[config.mk]
export PLATFORM = sky130hd
export DESIGN_NAME = multichannel_gated_counter
export DESIGN_NICKNAME = d
export VERILOG_FILES = /design/src/rtl/multichannel_gated_counter.sv
export SDC_FILE = /design/constraint.sdc
export NUM_CORES = 1
export LEC_CHECK = 0
export BUFFER_PORTS_ARGS = -buffer_cell sky130_fd_sc_hd__buf_2
export CAP_MARGIN = 0
export CORE_ASPECT_RATIO = 1.1
export CORE_UTILIZATION = 30
export CTS_CLUSTER_DIAMETER = 150
export CTS_CLUSTER_SIZE = 20
export DETAILED_ROUTE_END_ITERATION = 10
export PLACE_DENSITY = 0.45
export SETUP_SLACK_MARGIN = 0.02
export SYNTH_ARGS = -nofsm -noshare
export SYNTH_HDL_FRONTEND = slang
export SYNTH_SLANG_ARGS = --single-unit
[constraint.sdc]
create_clock -name clk -period 10.1 [get_ports clk]
set_input_delay 1.01 -clock clk [delete_from_list [all_inputs] [get_ports clk]]
set_output_delay 1.01 -clock clk [all_outputs]
set_load 0.01 [all_outputs]
[src/rtl/multichannel_gated_counter.sv]
// rtl/multichannel_gated_counter.sv - gated multi-channel rising-edge counter with slow-control registers
// Counts synchronised input edges over a programmable millisecond window, single-shot or continuous.
module multichannel_gated_counter #(
    parameter int         NUM_CH    = 4,
    parameter int         CNT_WIDTH = 32,
    parameter int         CLK_FREQ  = 200000000,
    parameter logic [7:0] BASE_ADDR = 8'h26
) (
    input  logic                        clk,
    input  logic                        reset,
    input  logic [7:0]                  addr,
    input  logic [7:0]                  data_in,
    input  logic                        we,
    output logic [7:0]                  data_out,
    input  logic                        start,
    output logic                        busy,
    output logic                        stop,
    output logic [NUM_CH-1:0]           ovf,
    input  logic [NUM_CH-1:0]           signal,
    output logic [NUM_CH*CNT_WIDTH-1:0] count_ex
);

    localparam int TICK = (CLK_FREQ / 1000 > 0) ? CLK_FREQ / 1000 : 1;
    localparam int PW   = (TICK > 1) ? $clog2(TICK) : 1;
    localparam logic [PW-1:0] PRE_LAST   = PW'(TICK - 1);
    localparam logic [PW-1:0] PRE_RELOAD = (TICK > 1) ? PW'(1) : PW'(0);
    localparam int NB = CNT_WIDTH / 8;

    typedef enum logic [1:0] {IDLE, CLEAR, COUNT, LATCH} state_t;

    state_t                             state;
    logic [7:0]                         off;
    logic                               wr_ctrl;
    logic                               soft_rst;
    logic                               arm;
    logic [15:0]                        gate_reg;
    logic [15:0]                        gate_eff;
    logic [NUM_CH-1:0]                  en_reg;
    logic                               cont_reg;
    logic [NUM_CH-1:0]                  sync1;
    logic [NUM_CH-1:0]                  sync2;
    logic [NUM_CH-1:0]                  sync3;
    logic [NUM_CH-1:0]                  edge_det;
    logic [NUM_CH-1:0][CNT_WIDTH-1:0]   live;
    logic [NUM_CH-1:0]                  live_ovf;
    logic [NUM_CH-1:0]                  en_act;
    logic [PW-1:0]                      pre;
    logic [15:0]                        ms;
    logic                               done;
    logic [7:0]                         rd_data;

    assign off      = addr - BASE_ADDR;
    assign wr_ctrl  = we && (off == 8'h00);
    assign soft_rst = wr_ctrl && data_in[0];
    assign arm      = wr_ctrl && data_in[2];
    assign gate_eff = (gate_reg == 16'd0) ? 16'd1 : gate_reg;
    assign edge_det = sync2 & ~sync3;

    always_ff @(posedge clk or posedge reset) begin
        if (reset) begin
            sync1 <= '0;
            sync2 <= '0;
            sync3 <= '0;
        end else begin
            sync1 <= signal;
            sync2 <= sync1;
            sync3 <= sync2;
        end
    end

    // A soft reset also clears CONT; only GATE and ENABLE survive it.
    always_ff @(posedge clk or posedge reset) begin
        if (reset) begin
            gate_reg <= '0;
            en_reg   <= '0;
            cont_reg <= 1'b0;
        end else if (we) begin
            case (off)
                8'h00:   cont_reg <= data_in[1] & ~data_in[0];
                8'h01:   gate_reg[7:0] <= data_in;
                8'h02:   gate_reg[15:8] <= data_in;
                8'h03:   en_reg <= data_in[NUM_CH-1:0];
                default: ;
            endcase
        end
    end

    // busy doubles as the continue decision: it is loaded from CONT on the final wrap.
    always_ff @(posedge clk or posedge reset) begin
        if (reset) begin
            state    <= IDLE;
            busy     <= 1'b0;
            stop     <= 1'b0;
            done     <= 1'b0;
            ovf      <= '0;
            count_ex <= '0;
            live     <= '0;
            live_ovf <= '0;
            en_act   <= '0;
            pre      <= '0;
            ms       <= '0;
        end else if (soft_rst) begin
            state    <= IDLE;
            busy     <= 1'b0;
            stop     <= 1'b0;
            done     <= 1'b0;
            ovf      <= '0;
            count_ex <= '0;
            live     <= '0;
            live_ovf <= '0;
            en_act   <= '0;
            pre      <= '0;
            ms       <= '0;
        end else begin
            stop <= 1'b0;
            case (state)
                IDLE: begin
                    if (start || arm) begin
                        done  <= 1'b0;
                        state <= CLEAR;
                    end
                end
                CLEAR: begin
                    live     <= '0;
                    live_ovf <= '0;
                    en_act   <= en_reg;
                    pre      <= '0;
                    ms       <= gate_eff;
                    busy     <= 1'b1;
                    state    <= COUNT;
                end
                COUNT: begin
                    for (int i = 0; i < NUM_CH; i++) begin
                        if (en_act[i] && edge_det[i]) begin
                            if (live[i] == '1)
                                live_ovf[i] <= 1'b1;
                            else
                                live[i] <= live[i] + CNT_WIDTH'(1);
                        end
                    end
                    if (pre == PRE_LAST) begin
                        pre <= '0;
                        ms  <= ms - 16'd1;
                        if (ms == 16'd1) begin
                            busy  <= cont_reg;
                            state <= LATCH;
                        end
                    end else begin
                        pre <= pre + PW'(1);
                    end
                end
                LATCH: begin
                    count_ex <= live;
                    ovf      <= live_ovf;
                    stop     <= 1'b1;
                    done     <= 1'b1;
                    if (busy) begin
                        // This cycle is the first tick of the next window.
                        for (int i = 0; i < NUM_CH; i++)
                            live[i] <= CNT_WIDTH'(en_reg[i] & edge_det[i]);
                        live_ovf <= '0;
                        en_act   <= en_reg;
                        pre      <= PRE_RELOAD;
                        ms       <= gate_eff;
                        state    <= COUNT;
                    end else begin
                        state <= IDLE;
                    end
                end
                default: state <= IDLE;
            endcase
        end
    end

    always_comb begin
        rd_data = 8'h00;
        case (off)
            8'h00: rd_data = {6'b0, cont_reg, 1'b0};
            8'h01: rd_data = gate_reg[7:0];
            8'h02: rd_data = gate_reg[15:8];
            8'h03: rd_data[NUM_CH-1:0] = en_reg;
            8'h04: rd_data = {6'b0, done, busy};
            8'h05: rd_data[NUM_CH-1:0] = ovf;
            default: begin
                for (int ch = 0; ch < NUM_CH; ch++) begin
                    for (int b = 0; b < NB; b++) begin
                        if (off == 8'(8 + 4 * ch + b))
                            rd_data = count_ex[ch*CNT_WIDTH + b*8 +: 8];
                    end
                end
            end
        endcase
    end

    always_ff @(posedge clk or posedge reset) begin
        if (reset)
            data_out <= 8'h00;
        else
            data_out <= rd_data;
    end

endmodule

### Yosys cells after proc, flatten, opt, wreduce, memory -nomap -nowiden

Cells that the tools add are included.

* $add $sub $neg: 7
* equal/unequal tests: 46
* mux-type cells: 71
* bitwise operators: 8
* reduce and logical (&&, ||, !) cells: 35

Operators by type and width (count)
* 128-bit two-way mux: 4
* 128-bit one-hot mux with 3 select lines: 1
* 32-bit two-way mux: 8
* 32-bit by 1-bit adder with 32-bit output, second input constant: 4
* 32-bit == test, second input constant: 4
* 8-bit two-way mux: 16
* 8-bit by 4-bit == test with 1-bit output, second input constant: 8
* 8-bit by 5-bit == test with 1-bit output, second input constant: 8
* 16-bit two-way mux: 4
* 18-bit two-way mux: 3
* 18-bit one-hot mux with 3 select lines: 1
* 3-bit != test, second input constant: 16
* 16-bit one-hot mux with 3 select lines: 1
* 4-bit AND reduction: 8
* 4-bit two-way mux: 6
* 4-bit one-hot mux with 3 select lines: 2
* 4-bit one-hot mux with 6 select lines: 1
* 18-bit by 1-bit adder with 18-bit output, second input constant: 1
* 18-bit == test, second input constant: 1
* 16-bit by 1-bit == test with 1-bit output, second input constant: 1
* 8-bit by 2-bit == test with 1-bit output, second input constant: 2
* 8-bit by 3-bit == test with 1-bit output, second input constant: 2
* 16-bit zero test: 1
* 16-bit by 1-bit subtractor with 16-bit output, second input constant: 1
* 23 further kinds: 63

* bits in registers: 348
* bits of input ports: 24
* logic and storage cells: 192

### Longest topological paths before layout

* word-level depth: 19
* gate-level depth with buffers: 12
* mapped depth without buffers: 9

### Worst setup path after synthesis

No wires, ideal clock.

* kind: input to register
* start: input addr[1]
* end: register gate_reg[0]
* data arrival time: 3033 ps
* path slack: 6942 ps
* stages on the path: 8
* cells stage by stage: ha_1 and2_1 a21o_1 a32oi_1 nor4_1 nand2_1 nor2_2 mux2_2

* longest elaborated chain between the ends: 3

RTL lines
* start, declared: RTL line 11 `input logic [7:0] addr,`
* 8-bit by 6-bit subtractor with 8-bit output: RTL line 52 `assign off = addr - BASE_ADDR;`
* 8-bit by 1-bit == test with 1-bit output: RTL line 78 `case (off)`
* 2-bit AND reduction (no source line)
* end signal, assigned: RTL line 80 `8'h01: gate_reg[7:0] <= data_in;`
* end, declared: RTL line 36 `logic [15:0] gate_reg;`

No other way between the ends.
A chain may end at the register's enable or synchronous reset.

### Worst setup path after layout

* start: input addr[1]
* end: register count_ex[82]

* longest elaborated chain between the ends: 5
* elaborated cells between the ends (all ways): 6
* those cells by class: add/sub (1); mux (1); reduce/logical (4)

RTL lines
* 8-bit by 6-bit subtractor with 8-bit output (*): RTL line 52
* 8-bit zero test (*): RTL line 53 `assign wr_ctrl = we && (off == 8'h00);`
* 1-bit logical AND (*): RTL line 53
* 1-bit logical AND (*): RTL line 54 `assign soft_rst = wr_ctrl && data_in[0];`
* 128-bit two-way mux or 2-bit nonzero test (tied branches)
* end signal, assigned: RTL line 153 `count_ex <= live;`
* end, declared: RTL line 20 `output logic [NUM_CH*CNT_WIDTH-1:0] count_ex`

Every way passes the cells marked *; elsewhere a longest branch is shown, timed or not.

==> parameters.txt <==
Parameter                              Value

Critical path
  Critical path endpoint category    flip-flop
  Type of element launching the critical path    primary input
  Crit-path cells    buf_2 -> buf_4 -> ha_1 -> inv_1 -> nand2b_1 -> or4_1 -> nor2_4 -> buf_4 -> buf_4 -> nor2_1
  Worst setup path category    in -> reg
  Number of buffer and inverter instances along the worst setup path    5
  Largest stage delay on the critical path    roughly 0.81 ns
  Biggest fanout along the worst timing path    87
  Arrival @ worst endpoint    around 5.5 ns
  Cell seen most often among critical-path stages    sky130_fd_sc_hd__buf_4
  Largest delay share family, worst path    buffers and inverters
  Startpoint of the worst setup timing path    addr[1]
  Cell with the largest stage delay on the worst path    sky130_fd_sc_hd__buf_4
  Setup slack on the worst flop-to-flop path    6.24 ns
  Data required time at the worst endpoint    between 10 and 15 ns
  Start of the worst register-to-register path    state[0]$_DFFE_PP0P_

STA
  Setup TNS    0 ns
  Count of final max-slew check failures    0
  Period Utilization, post-route    0.503
  Final worst path period need    5.08 ns
  Endpoints failing setup    0
  Final critical-path setup slack    roughly 5 ns
  Relative slew slack    0.212
  Final count of hold timing violations    0
  Top achievable clock speed    197 MHz
  RSZ-0062 raised after global routing    no
  Pin slew with the least headroom to its limit    1.17 ns
  Worst-case clock skew    between 0.02 and 0.025 ns

Floorplanning
  Die Y    roughly 260 microns
  Total die area    roughly 61,000 sq um
  Chip width    ~240 microns
  Initial Util    0.305
  Cell row count    between 90 and 100
  Core region area    ~59,000 sq um
  Total I/O pin count    approximately 170

Power and ir drop
  Static leakage    between 8 and 9 nW
  Share of power burned in combinational logic    0.355
  Fraction of power spent switching nets    0.418
  Sequential cell fraction of total power    0.417
  Design internal power    around 2.2 mW
  Switching power of the nets    1.59 mW
  Final total power    between 3 and 4 mW
  Clock network power share    0.228
  Cell Pwr Density    between 150 and 200 nW/um^2
  Maximum ir drop on the vdd rail    0.000222 V

Layout
  Number of nets in the layout    approximately 2,000
  Antenna diode count    0
  Most common cell after layout, fill and taps aside    sky130_fd_sc_hd__dfrtp_1
  Commonest cells after routing, fill and taps aside    sky130_fd_sc_hd__dfrtp_1 (348), sky130_fd_sc_hd__nor2_1 (326), sky130_fd_sc_hd__mux2i_1 (172)
  Fraction of the core area covered by cells at the end of the flow    0.341
  Biggest regs    count_ex (128), live (128), pre (18)
  Share of post-route cells with drive strength above 1    0.137
  Area added between synthesis and finish    11.8%
  Fill cell instance count of the final layout    between 5,000 and 6,000

Yosys
  Most used flip-flop cell after synthesis    sky130_fd_sc_hd__dfrtp_1
  Syn_nets    approximately 1,900
  Number of flops mapped to enable cells by yosys    0
  Mean instance size in the synthesized netlist    9.74 sq um
  Post-synthesis cell type with the largest combined area    sky130_fd_sc_hd__dfrtp_1
  Synth top area cells    sky130_fd_sc_hd__dfrtp_1 (49%), sky130_fd_sc_hd__mux2i_1 (9.6%), sky130_fd_sc_hd__nor2_1 (6.8%), sky130_fd_sc_hd__xnor2_1 (4.3%), sky130_fd_sc_hd__nand2_1 (2.7%)
  Post-synthesis instance area    approximately 18,000 sq um
  Top cell type's share of synthesized area    0.486
  Sequential cell area fraction in the yosys report    0.486
  Number of instances in the synthesized netlist    between 1,500 and 2,000
  Synth warn    0
  Count of state elements after synthesis    around 350
  Post-synth ARST share    1.00
  Number of distinct library cell variants in the gate-level netlist after synthesis    slightly above 70

Drt
  Via count    approximately 14,000
  Ratio of routed vias to standard cells    5.36
  Remaining routing DRC violations    0
  TritonRoute pass-1 iters    5
  Iteration-0 DRC count of the detailed router    1,075
  Count of antenna-violating nets left after detailed routing    0
  Total routed wirelength    between 60 and 70 mm
  WL per Instance    22.4 microns

GRT
  Largest net degree at the start of global routing    roughly 160
  Global-route wire length before repair    92.0 mm
  Gr usage total    0.195
  Number of global-route vias before repair    14,000
  Number of antenna violations at the first check in global routing    0
  Grt total ovfl    0

Clocking
  Clock slew at reported path FFs    0.09 ns
  Clock Sink Count    around 350
  Setup repair bufs after CTS    0
  Latest clock arrival within the worst-skew pair    ~0.56 ns
  Number of CTS-inserted buffers    21
  Number of buffers inserted by hold repair at cts    0
  Number of buffers on the longest clock path    3
  TritonCTS clock tree    done
  H-tree depth reported by CTS    1
  Root buffer selected by CTS    sky130_fd_sc_hd__clkbuf_16
  Number of gates resized after cts    0

Flow run
  Max-cap check violation count    0

Placed design
  Post-placement setup slack    4.49 ns
  Gp weighted congestion    a little under 0.9
  Total half-perimeter wirelength after legalization and detailed placement    42.8 mm
  Number of buffer cells added on primary ports    165

Min path
  Hold path startpoint    sync1[2]$_DFF_PP0_
  Class of the tightest hold or removal check    reg -> reg

Run status
  Outcome    finished clean
==> worst reg2reg max path, stage by stage, from the launching register on <==
cell and delay (ns):
sky130_fd_sc_hd__dfrtp_1 0.48, sky130_fd_sc_hd__ha_4 0.50, sky130_fd_sc_hd__nand2b_1 0.23, sky130_fd_sc_hd__and2_1 0.61, sky130_fd_sc_hd__nor2_1 0.23, sky130_fd_sc_hd__a21oi_4 0.65, sky130_fd_sc_hd__buf_4 0.50, sky130_fd_sc_hd__nand2_1 0.26
sky130_fd_sc_hd__nand2_1 0.15, sky130_fd_sc_hd__mux2i_1 0.18
==> worst paths after layout <==
kind                       cells after the start                        end
min in group asynchronous                      2         sync1[2]$_DFF_PP0_
setup / recovery                              10   count_ex[82]$_DFFE_PP0P_
hold reg to reg                                0         sync2[2]$_DFF_PP0_
hold / removal                                 0         sync2[2]$_DFF_PP0_
max in group asynchronous                      3  count_ex[107]$_DFFE_PP0P_
setup reg to reg                               9       live[29]$_DFFE_PP0P_
==> power by group through the flow <==
stage | Combinational [mW] | Clock (mW) | Sequential, mW
final | 1.35 | 0.868 | 1.59
after global routing | 1.46 | 0.946 | 1.60
after CTS | 1.36 | 0.905 | 1.58
after detailed placement | 1.36 | 0 | 1.61
after global placement | 1.35 | 0 | 1.61
after floorplan | 0.916 | 0 | 1.58
==> routing by layer <==
metal  up-vias  share of wire  GRT usage
li1       6705              -          -
met1      7345           0.44      0.257
met2       343           0.49      0.336
met3        61          0.045     0.0269
met4         0          0.023     0.0510
met5         -              0          0
==> synth_stat cells (5+ instances only) <==
master	n
sky130_fd_sc_hd__xnor2_1	88
sky130_fd_sc_hd__o2bb2ai_1	6
sky130_fd_sc_hd__clkbuf_1	82
sky130_fd_sc_hd__and3_1	24
sky130_fd_sc_hd__nand3_1	70
sky130_fd_sc_hd__o21ai_0	48
sky130_fd_sc_hd__a21oi_1	75
sky130_fd_sc_hd__o31ai_1	7
sky130_fd_sc_hd__nor3_1	44
sky130_fd_sc_hd__buf_2	12
sky130_fd_sc_hd__nor2b_1	15
sky130_fd_sc_hd__a211oi_1	20
sky130_fd_sc_hd__o32a_1	5
sky130_fd_sc_hd__a22oi_1	5
sky130_fd_sc_hd__nor4_1	32
sky130_fd_sc_hd__nand2b_1	10
sky130_fd_sc_hd__a31oi_1	11
sky130_fd_sc_hd__mux4_2	11
sky130_fd_sc_hd__o22ai_1	14
sky130_fd_sc_hd__or3_1	18
sky130_fd_sc_hd__ha_1	13
sky130_fd_sc_hd__nor2_1	327
sky130_fd_sc_hd__inv_1	26
sky130_fd_sc_hd__o211ai_1	8
sky130_fd_sc_hd__nand4_1	44
sky130_fd_sc_hd__or4_1	7
sky130_fd_sc_hd__nand2_1	130
sky130_fd_sc_hd__and2_1	16
sky130_fd_sc_hd__a2111oi_0	5
sky130_fd_sc_hd__buf_1	9
sky130_fd_sc_hd__nor4b_1	6
sky130_fd_sc_hd__dfrtp_1	348
sky130_fd_sc_hd__xor2_1	22
sky130_fd_sc_hd__and4_1	16
sky130_fd_sc_hd__o32ai_1	5
sky130_fd_sc_hd__mux2i_1	172
sky130_fd_sc_hd__mux2_2	26
==> metrics by stage <==
stage               instance area (sq um)  instances  hold slack (ns)
floorplan                           17900       1840            0.331
global placement                    19500       2677            0.339
detailed placement                  19500       2677            0.337
CTS                                 20000       2699            0.363
global route                        20000       2699            0.371
finish                              20000       2699            0.359
==> kinds of logic after synthesis <==
kind of cell / count (synthesis) / share of synthesized area
simple gates: 776 / 0.205
flops: 348 / 0.486
compound gates: 253 / 0.0915
mux: 209 / 0.126
buf+inv: 131 / 0.0286
xor+xnor: 110 / 0.0538
fa+ha+maj: 13 / 0.00908
==> area by class of cell <==
| class | instances | area [sq um] | share of cell area |
|---|---|---|---|
| multi-input combinational | 1361 | 8760 | 0.437 |
| sequential | 348 | 8710 | 0.435 |
| timing repair buffer | 182 | 981 | 0.0489 |
| tap | 760 | 951 | 0.0474 |
| clock buffer | 21 | 526 | 0.0262 |
| inverter | 26 | 101 | 0.00506 |
| clock inverter | 1 | 16.3 | 0.000812 |
(Power assumes the default switching activity.)
